### src/rtl/spi_i2s_ctrl.sv
// ---------------------------------------------------------------------------
// spi_i2s_ctrl
// Run-control sequencer for the I2S shifter. It converts the software enable
// bit into a clean shifter enable. In transmit mode it waits for the TX FIFO
// to be preloaded first. On disable it lets the current stereo frame finish
// and then waits for the shifter to drain. It also keeps sticky
// underrun/overrun flags and a completed-frame counter.
//
// Optional feature macro: SPI_I2S_CTRL_IRQ_EN
//   When defined, irq is a registered OR of the enabled flags.
//   When undefined, irq is 0 and ie is ignored.
//
// Ports
//   i2s_clk_ctrl   in  : clock (rising edge)
//   rst_ctrl       in  : asynchronous active-high reset
//   i2se_req       in  : software enable bit
//   tx_mode        in  : 1 = transmit, 0 = receive (sampled in IDLE)
//   chside         in  : channel side from the shifter
//   tx_fifo_fill   in  : TX FIFO occupancy [3:0]
//   tx_fifo_acq    in  : shifter TX FIFO pop strobe
//   tx_shift_empty in  : shifter has no bits left
//   rx_fifo_wr     in  : shifter RX FIFO write strobe
//   rx_fifo_full   in  : RX FIFO full
//   err_clr        in  : clears udr and ovr
//   ie             in  : interrupt enables [1:0] (bit0 udr, bit1 ovr)
//   i2se           out : shifter enable
//   rx_enable      out : shifter receive enable
//   busy           out : controller not idle
//   udr            out : sticky TX underrun flag
//   ovr            out : sticky RX overrun flag
//   frame_cnt      out : completed frame count [CNT_W-1:0]
//   irq            out : interrupt request
// ---------------------------------------------------------------------------
module spi_i2s_ctrl #(
    parameter int PRELOAD  = 2,
    parameter int CNT_W    = 16,
    parameter int DRAIN_TO = 64
) (
    input  logic             i2s_clk_ctrl,
    input  logic             rst_ctrl,
    input  logic             i2se_req,
    input  logic             tx_mode,
    input  logic             chside,
    input  logic [3:0]       tx_fifo_fill,
    input  logic             tx_fifo_acq,
    input  logic             tx_shift_empty,
    input  logic             rx_fifo_wr,
    input  logic             rx_fifo_full,
    input  logic             err_clr,
    input  logic [1:0]       ie,
    output logic             i2se,
    output logic             rx_enable,
    output logic             busy,
    output logic             udr,
    output logic             ovr,
    output logic [CNT_W-1:0] frame_cnt,
    output logic             irq
);

    typedef enum logic [2:0] {
        IDLE  = 3'd0,
        ARM   = 3'd1,
        RUN   = 3'd2,
        DRAIN = 3'd3,
        STOP  = 3'd4
    } state_t;

    state_t           state_q, state_d;
    logic [7:0]       tmr_q, tmr_d;
    logic             chside_d_q, chside_d_d;
    logic             txm_q, txm_d;
    logic [CNT_W-1:0] frame_cnt_q, frame_cnt_d;
    logic             udr_q, udr_d;
    logic             ovr_q, ovr_d;

    logic chside_fall;
    logic tmr_done;
    logic leave_idle;

    assign chside_fall = chside_d_q & ~chside;
    assign tmr_done    = (tmr_q == 8'(DRAIN_TO - 1));
    assign leave_idle  = (state_q == IDLE) && (state_d != IDLE);

    // Outputs are pure decodes of registered state.
    assign i2se      = (state_q == RUN) || (state_q == DRAIN);
    assign rx_enable = i2se & ~txm_q;
    assign busy      = (state_q != IDLE);
    assign udr       = udr_q;
    assign ovr       = ovr_q;
    assign frame_cnt = frame_cnt_q;

    always_comb begin
        state_d = state_q;
        unique case (state_q)
            IDLE: begin
                if (i2se_req) state_d = tx_mode ? ARM : RUN;
            end
            ARM: begin
                // Disable wins over a satisfied preload.
                if (!i2se_req)                        state_d = IDLE;
                else if (tx_fifo_fill >= 4'(PRELOAD)) state_d = RUN;
            end
            RUN: begin
                if (!i2se_req) state_d = DRAIN;
            end
            DRAIN: begin
                if (chside_fall || tmr_done) state_d = STOP;
            end
            STOP: begin
                if ((tx_shift_empty && (!txm_q || tx_fifo_fill == 4'd0)) || tmr_done)
                    state_d = IDLE;
            end
            default: state_d = IDLE;
        endcase
    end

    always_comb begin
        tmr_d       = (tmr_q == 8'hFF) ? tmr_q : tmr_q + 8'd1;
        txm_d       = txm_q;
        frame_cnt_d = frame_cnt_q;

        if (state_d != state_q) tmr_d = 8'd0;

        // Held at 0 in IDLE so the first active cycle can never see a fall.
        chside_d_d = (state_q == IDLE) ? 1'b0 : chside;

        if (leave_idle) begin
            txm_d       = tx_mode;
            frame_cnt_d = '0;
        end else if (((state_q == RUN) || (state_q == DRAIN)) && chside_fall) begin
            frame_cnt_d = frame_cnt_q + 1'b1;
        end

        // A set condition in the same cycle as err_clr keeps the flag.
        udr_d = ((state_q == RUN) && txm_q && tx_fifo_acq && (tx_fifo_fill == 4'd0))
                | (udr_q & ~err_clr);
        ovr_d = (rx_enable && rx_fifo_wr && rx_fifo_full) | (ovr_q & ~err_clr);
    end

    always_ff @(posedge i2s_clk_ctrl or posedge rst_ctrl) begin
        if (rst_ctrl) begin
            state_q     <= IDLE;
            tmr_q       <= 8'd0;
            chside_d_q  <= 1'b0;
            txm_q       <= 1'b0;
            frame_cnt_q <= '0;
            udr_q       <= 1'b0;
            ovr_q       <= 1'b0;
        end else begin
            state_q     <= state_d;
            tmr_q       <= tmr_d;
            chside_d_q  <= chside_d_d;
            txm_q       <= txm_d;
            frame_cnt_q <= frame_cnt_d;
            udr_q       <= udr_d;
            ovr_q       <= ovr_d;
        end
    end

`ifdef SPI_I2S_CTRL_IRQ_EN
    logic irq_q;

    always_ff @(posedge i2s_clk_ctrl or posedge rst_ctrl) begin
        if (rst_ctrl) irq_q <= 1'b0;
        else          irq_q <= (udr_q & ie[0]) | (ovr_q & ie[1]);
    end

    assign irq = irq_q;
`else
    logic unused_ie;
    assign unused_ie = ^ie;
    assign irq       = 1'b0;
`endif

endmodule
### config.mk
export PLATFORM = sky130hd
export DESIGN_NAME = spi_i2s_ctrl
export DESIGN_NICKNAME = d
export VERILOG_FILES = /design/src/rtl/spi_i2s_ctrl.sv
export SDC_FILE = /design/constraint.sdc
export NUM_CORES = 1
export LEC_CHECK = 0
export ABC_AREA = 1
export CORE_UTILIZATION = 56
export CTS_CLUSTER_DIAMETER = 80
export DETAILED_ROUTE_END_ITERATION = 6
export DONT_BUFFER_PORTS = 1
export GPL_ROUTABILITY_DRIVEN = 0
export PLACE_DENSITY = 0.74
export SYNTH_ARGS = -nofsm -noshare
export SYNTH_HDL_FRONTEND = slang
export SYNTH_SLANG_ARGS = --single-unit
### constraint.sdc
create_clock -name i2s_clk_ctrl -period 1.6 [get_ports i2s_clk_ctrl]
set_input_delay 0.32 -clock i2s_clk_ctrl [delete_from_list [all_inputs] [get_ports i2s_clk_ctrl]]
set_output_delay 0.32 -clock i2s_clk_ctrl [all_outputs]
set_load 0.1 [all_outputs]
==> impl_metrics.env <==
export IMPL_status="finished, violations left"
export IMPL_violations="setup timing"
export IMPL_slew_viol_final=0
export IMPL_ant_nets=0
export IMPL_ir_drop_uv=1660
export IMPL_crit_slowest_cell="dfrtp_2"
export IMPL_switchingPower_w=0.00218
export IMPL_crit_required_ns=1.86
export IMPL_clk_latency_ns=0.34
export IMPL_yosys_warnings=0
export IMPL_cp_start_kind="register"
export IMPL_clock_tree_root_cell="clkbuf_4"
export IMPL_clk_pin_slew_ns=0.11
export IMPL_fin_tns_setup_ns=-2.79
export IMPL_grt_pass1_wl_mm=6.07
export IMPL_share_seq_of_total_power=0.242
export IMPL_avgViaCountPerCell=5.47
export IMPL_power_frac_comb=0.636
export IMPL_row_count=20
export IMPL_antenna_found_initial=0
export IMPL_dr_pass1_iters=4
export IMPL_yosys_cell_types_count=24
export IMPL_ys_seq_elements=31
export IMPL_final_nets=304
export IMPL_synthTopCellsByArea="dfrtp_1 43%, nand2_1 11%, nor2_1 8.6%"
export IMPL_fmax_mhz=576
export IMPL_synth_area_sq_mm=0.00179
export IMPL_grtUsageTotal=0.233
export IMPL_yosysTopAreaCell="dfrtp_1"
export IMPL_drt_wl_total_mm=5.29
export IMPL_first_global_vias=1517
export IMPL_powerDensity_mw_per_mm2=1640
export IMPL_io_pins=38
export IMPL_fillCellCount=149
export IMPL_regToRegStartpoint="state_q[1]$_DFF_PP0_"
export IMPL_die_x_um=58.5
export IMPL_dp_hpwl_mm=2.69
export IMPL_cellInternalPower_w=0.00223
export IMPL_r2r_setup_slack_ns=-0.14
export IMPL_area_growth_pct=50.7
export IMPL_drt_first_iter_violations=120
export IMPL_crit_type="register to register"
export IMPL_regToRegEndpoint="frame_cnt[2]$_DFFE_PP0P_"
export IMPL_via_count=1812
export IMPL_cpPeakStageDelay_ns=0.47
export IMPL_hold_viol_final=0
export IMPL_synthCells=231
export IMPL_finalCritPeriodShare=1.08
export IMPL_worstPathMaxFanout=7
export IMPL_clockPowerShare=0.122
export IMPL_setup_ws_ns=-0.136
export IMPL_syn_nets=249
export IMPL_wl_per_cell_um=16.0
export IMPL_place_area_sq_mm=0.00218
export IMPL_rsz0062_at_grt="true"
export IMPL_grt_overflow_total=0
export IMPL_clock_path_buffers=2
export IMPL_reg2reg_depth=11
export IMPL_io_buffer_count=0
export IMPL_p_total_w=0.00441
export IMPL_start_util=0.590
export IMPL_die_y_um=58.5
export IMPL_h_tree_depth=2
export IMPL_yosysSeqAreaShare=0.434
export IMPL_worstPathCellList="clkinv_4, nand2_4, nor2_4, nand2_2, nand2_2, nor2_4, nand3_4, nor2_4, nor2_4, clkbuf_16, nor3_2"
export IMPL_cp_startpoint="state_q[1]$_DFF_PP0_"
export IMPL_cp_common_cell="nor2_4"
export IMPL_setup_viol=28
export IMPL_drive_gt1_frac=0.488
export IMPL_min_path_type="primary input to register"
export IMPL_route_detailed_drc=0
export IMPL_diodes=0
export IMPL_die_area_sq_mm=0.00342
export IMPL_critical_path_arrival_ns=1.99
export IMPL_power_leakage_nw=1.17
export IMPL_yosysTopAreaCellShare=0.434
export IMPL_grt_max_degree=32
export IMPL_cts_buffers=5
export IMPL_finalClockSkew_ns=0.0249
export IMPL_core_area_sq_mm=0.00303
export IMPL_maxCapViolations=0
export IMPL_avgSynthCellArea_sq_um=7.73
export IMPL_clock_sinks=31
export IMPL_design_area_sq_mm=0.00269
export IMPL_cts_tree="built"
export IMPL_setup_worst_path_end="frame_cnt[2]$_DFFE_PP0P_"
export IMPL_fin_crit_ns=1.74
export IMPL_p_sw_frac=0.494
export IMPL_end_kind="register"
## what timing repair did
item                                   CTS  global route
gates resized for setup                 24            52
hold buffers                             1             0
setup endpoints to repair               26            27
endpoints found under the hold margin   31             0
gates cloned                             0             1
pin swaps                                5            10
setup buffers                            1            11
## how the worst min path moves through the flow
stage	from	to	slack, ns	cells past startpoint
after floorplan	rst_ctrl	chside_d_q$_DFF_PP0_	0.42	1
after global placement	rst_ctrl	frame_cnt[4]$_DFFE_PP0P_	0.31	2
after detailed placement	rst_ctrl	frame_cnt[4]$_DFFE_PP0P_	0.32	2
after CTS	err_clr	udr$_DFF_PP0_	0.06	1
after global routing	err_clr	udr$_DFF_PP0_	0.05	1
final	err_clr	udr$_DFF_PP0_	0.05	1
## power by group through the flow
| stage | logic (W) | clock network, W | registers (W) |
|---|---|---|---|
| 3_5_place_dp | 0.00193 | 0 | 0.00102 |
| 5_1_grt | 0.00293 | 0.000580 | 0.00108 |
| 4_1_cts | 0.00217 | 0.000533 | 0.00102 |
| 6_report | 0.00280 | 0.000538 | 0.00107 |
| 2_1_floorplan | 0.00115 | 0 | 0.00126 |
| 3_3_place_gp | 0.00191 | 0 | 0.00102 |
## sequential cells by signal, summed over array words and instances, names as in the netlist
signal	cells
tmr_q	8
txm_q	1
frame_cnt	16
udr	1
state_q	3
ovr	1
chside_d_q	1
## cells in the mapped netlist, drive strengths merged
cell type and count:
nand2 54, nor2 49, dfrtp 31, inv 26, nand3 26, xor2 12
a21oi 7, o21ai 6, nor3 5, xnor2 5, nand4 3, buf 2
ha 2, a21boi 1, conb 1, o22ai 1
## through the flow
stage               instances  setup WS, ns   util  hold slack [ns]
global route              331        -0.202  0.888           0.0454
floorplan                 231       -0.0534      -            0.419
CTS                       319       -0.0447  0.787           0.0646
detailed placement        309       -0.0474  0.721            0.318
finish                    331        -0.136  0.888           0.0548
global placement          309      -0.00705  0.721            0.314
## placed cells by master (no fill, tap or decap), drive strengths merged
cell          n
a21boi        1
nand3        26
nor3          5
ha            2
clkinv        1
buf          48
o21ai         6
inv          25
conb          1
nand2        54
xor2         12
a21oi         7
clkbuf        9
dfrtp        31
xnor2         5
nor2         49
dlygate4sd3   1
o22ai         1
nand4         3
## kinds of logic (layout without fill, tap and decap cells)
group / Yosys count / in the layout / synth area share
flip-flops: 31 / 31 / 0.434
XOR/XNOR: 17 / 17 / 0.0834
AO/OA/AOI/OAI: 15 / 15 / 0.0463
other: 1 / 1 / 0.00210
AND/OR/NAND/NOR: 137 / 137 / 0.355
adder cells (fa/ha/maj): 2 / 2 / 0.0140
buffers and inverters: 28 / 84 / 0.0652
## critical path: cells and delay by family, from the launching register on
family	cells	cell delay, ns
flops	1	0.47
buf+inv	2	0.29
simple gates	9	0.88
## routing by layer
metal | GRT usage | part of all wire | routed length (um) | vias up
met1 | 0.268 | 0.39 | 2060 | 888
met3 | 0.0549 | 0.050 | 263 | 9
met2 | 0.424 | 0.54 | 2870 | 75
met4 | 0.0816 | 0.018 | 93 | 0
met5 | 0 | 0 | 0 | -
li1 | - | - | - | 840
## area by class of cell
class | instances | area (sq um) | area share
clock buffer | 8 | 68.8 | 0.0256
inverter | 26 | 105 | 0.0391
timing repair buffer | 50 | 473 | 0.176
sequential | 31 | 813 | 0.302
multi-input combinational | 172 | 1170 | 0.437
tap | 44 | 55.1 | 0.0205
(Power assumes the default switching activity.)
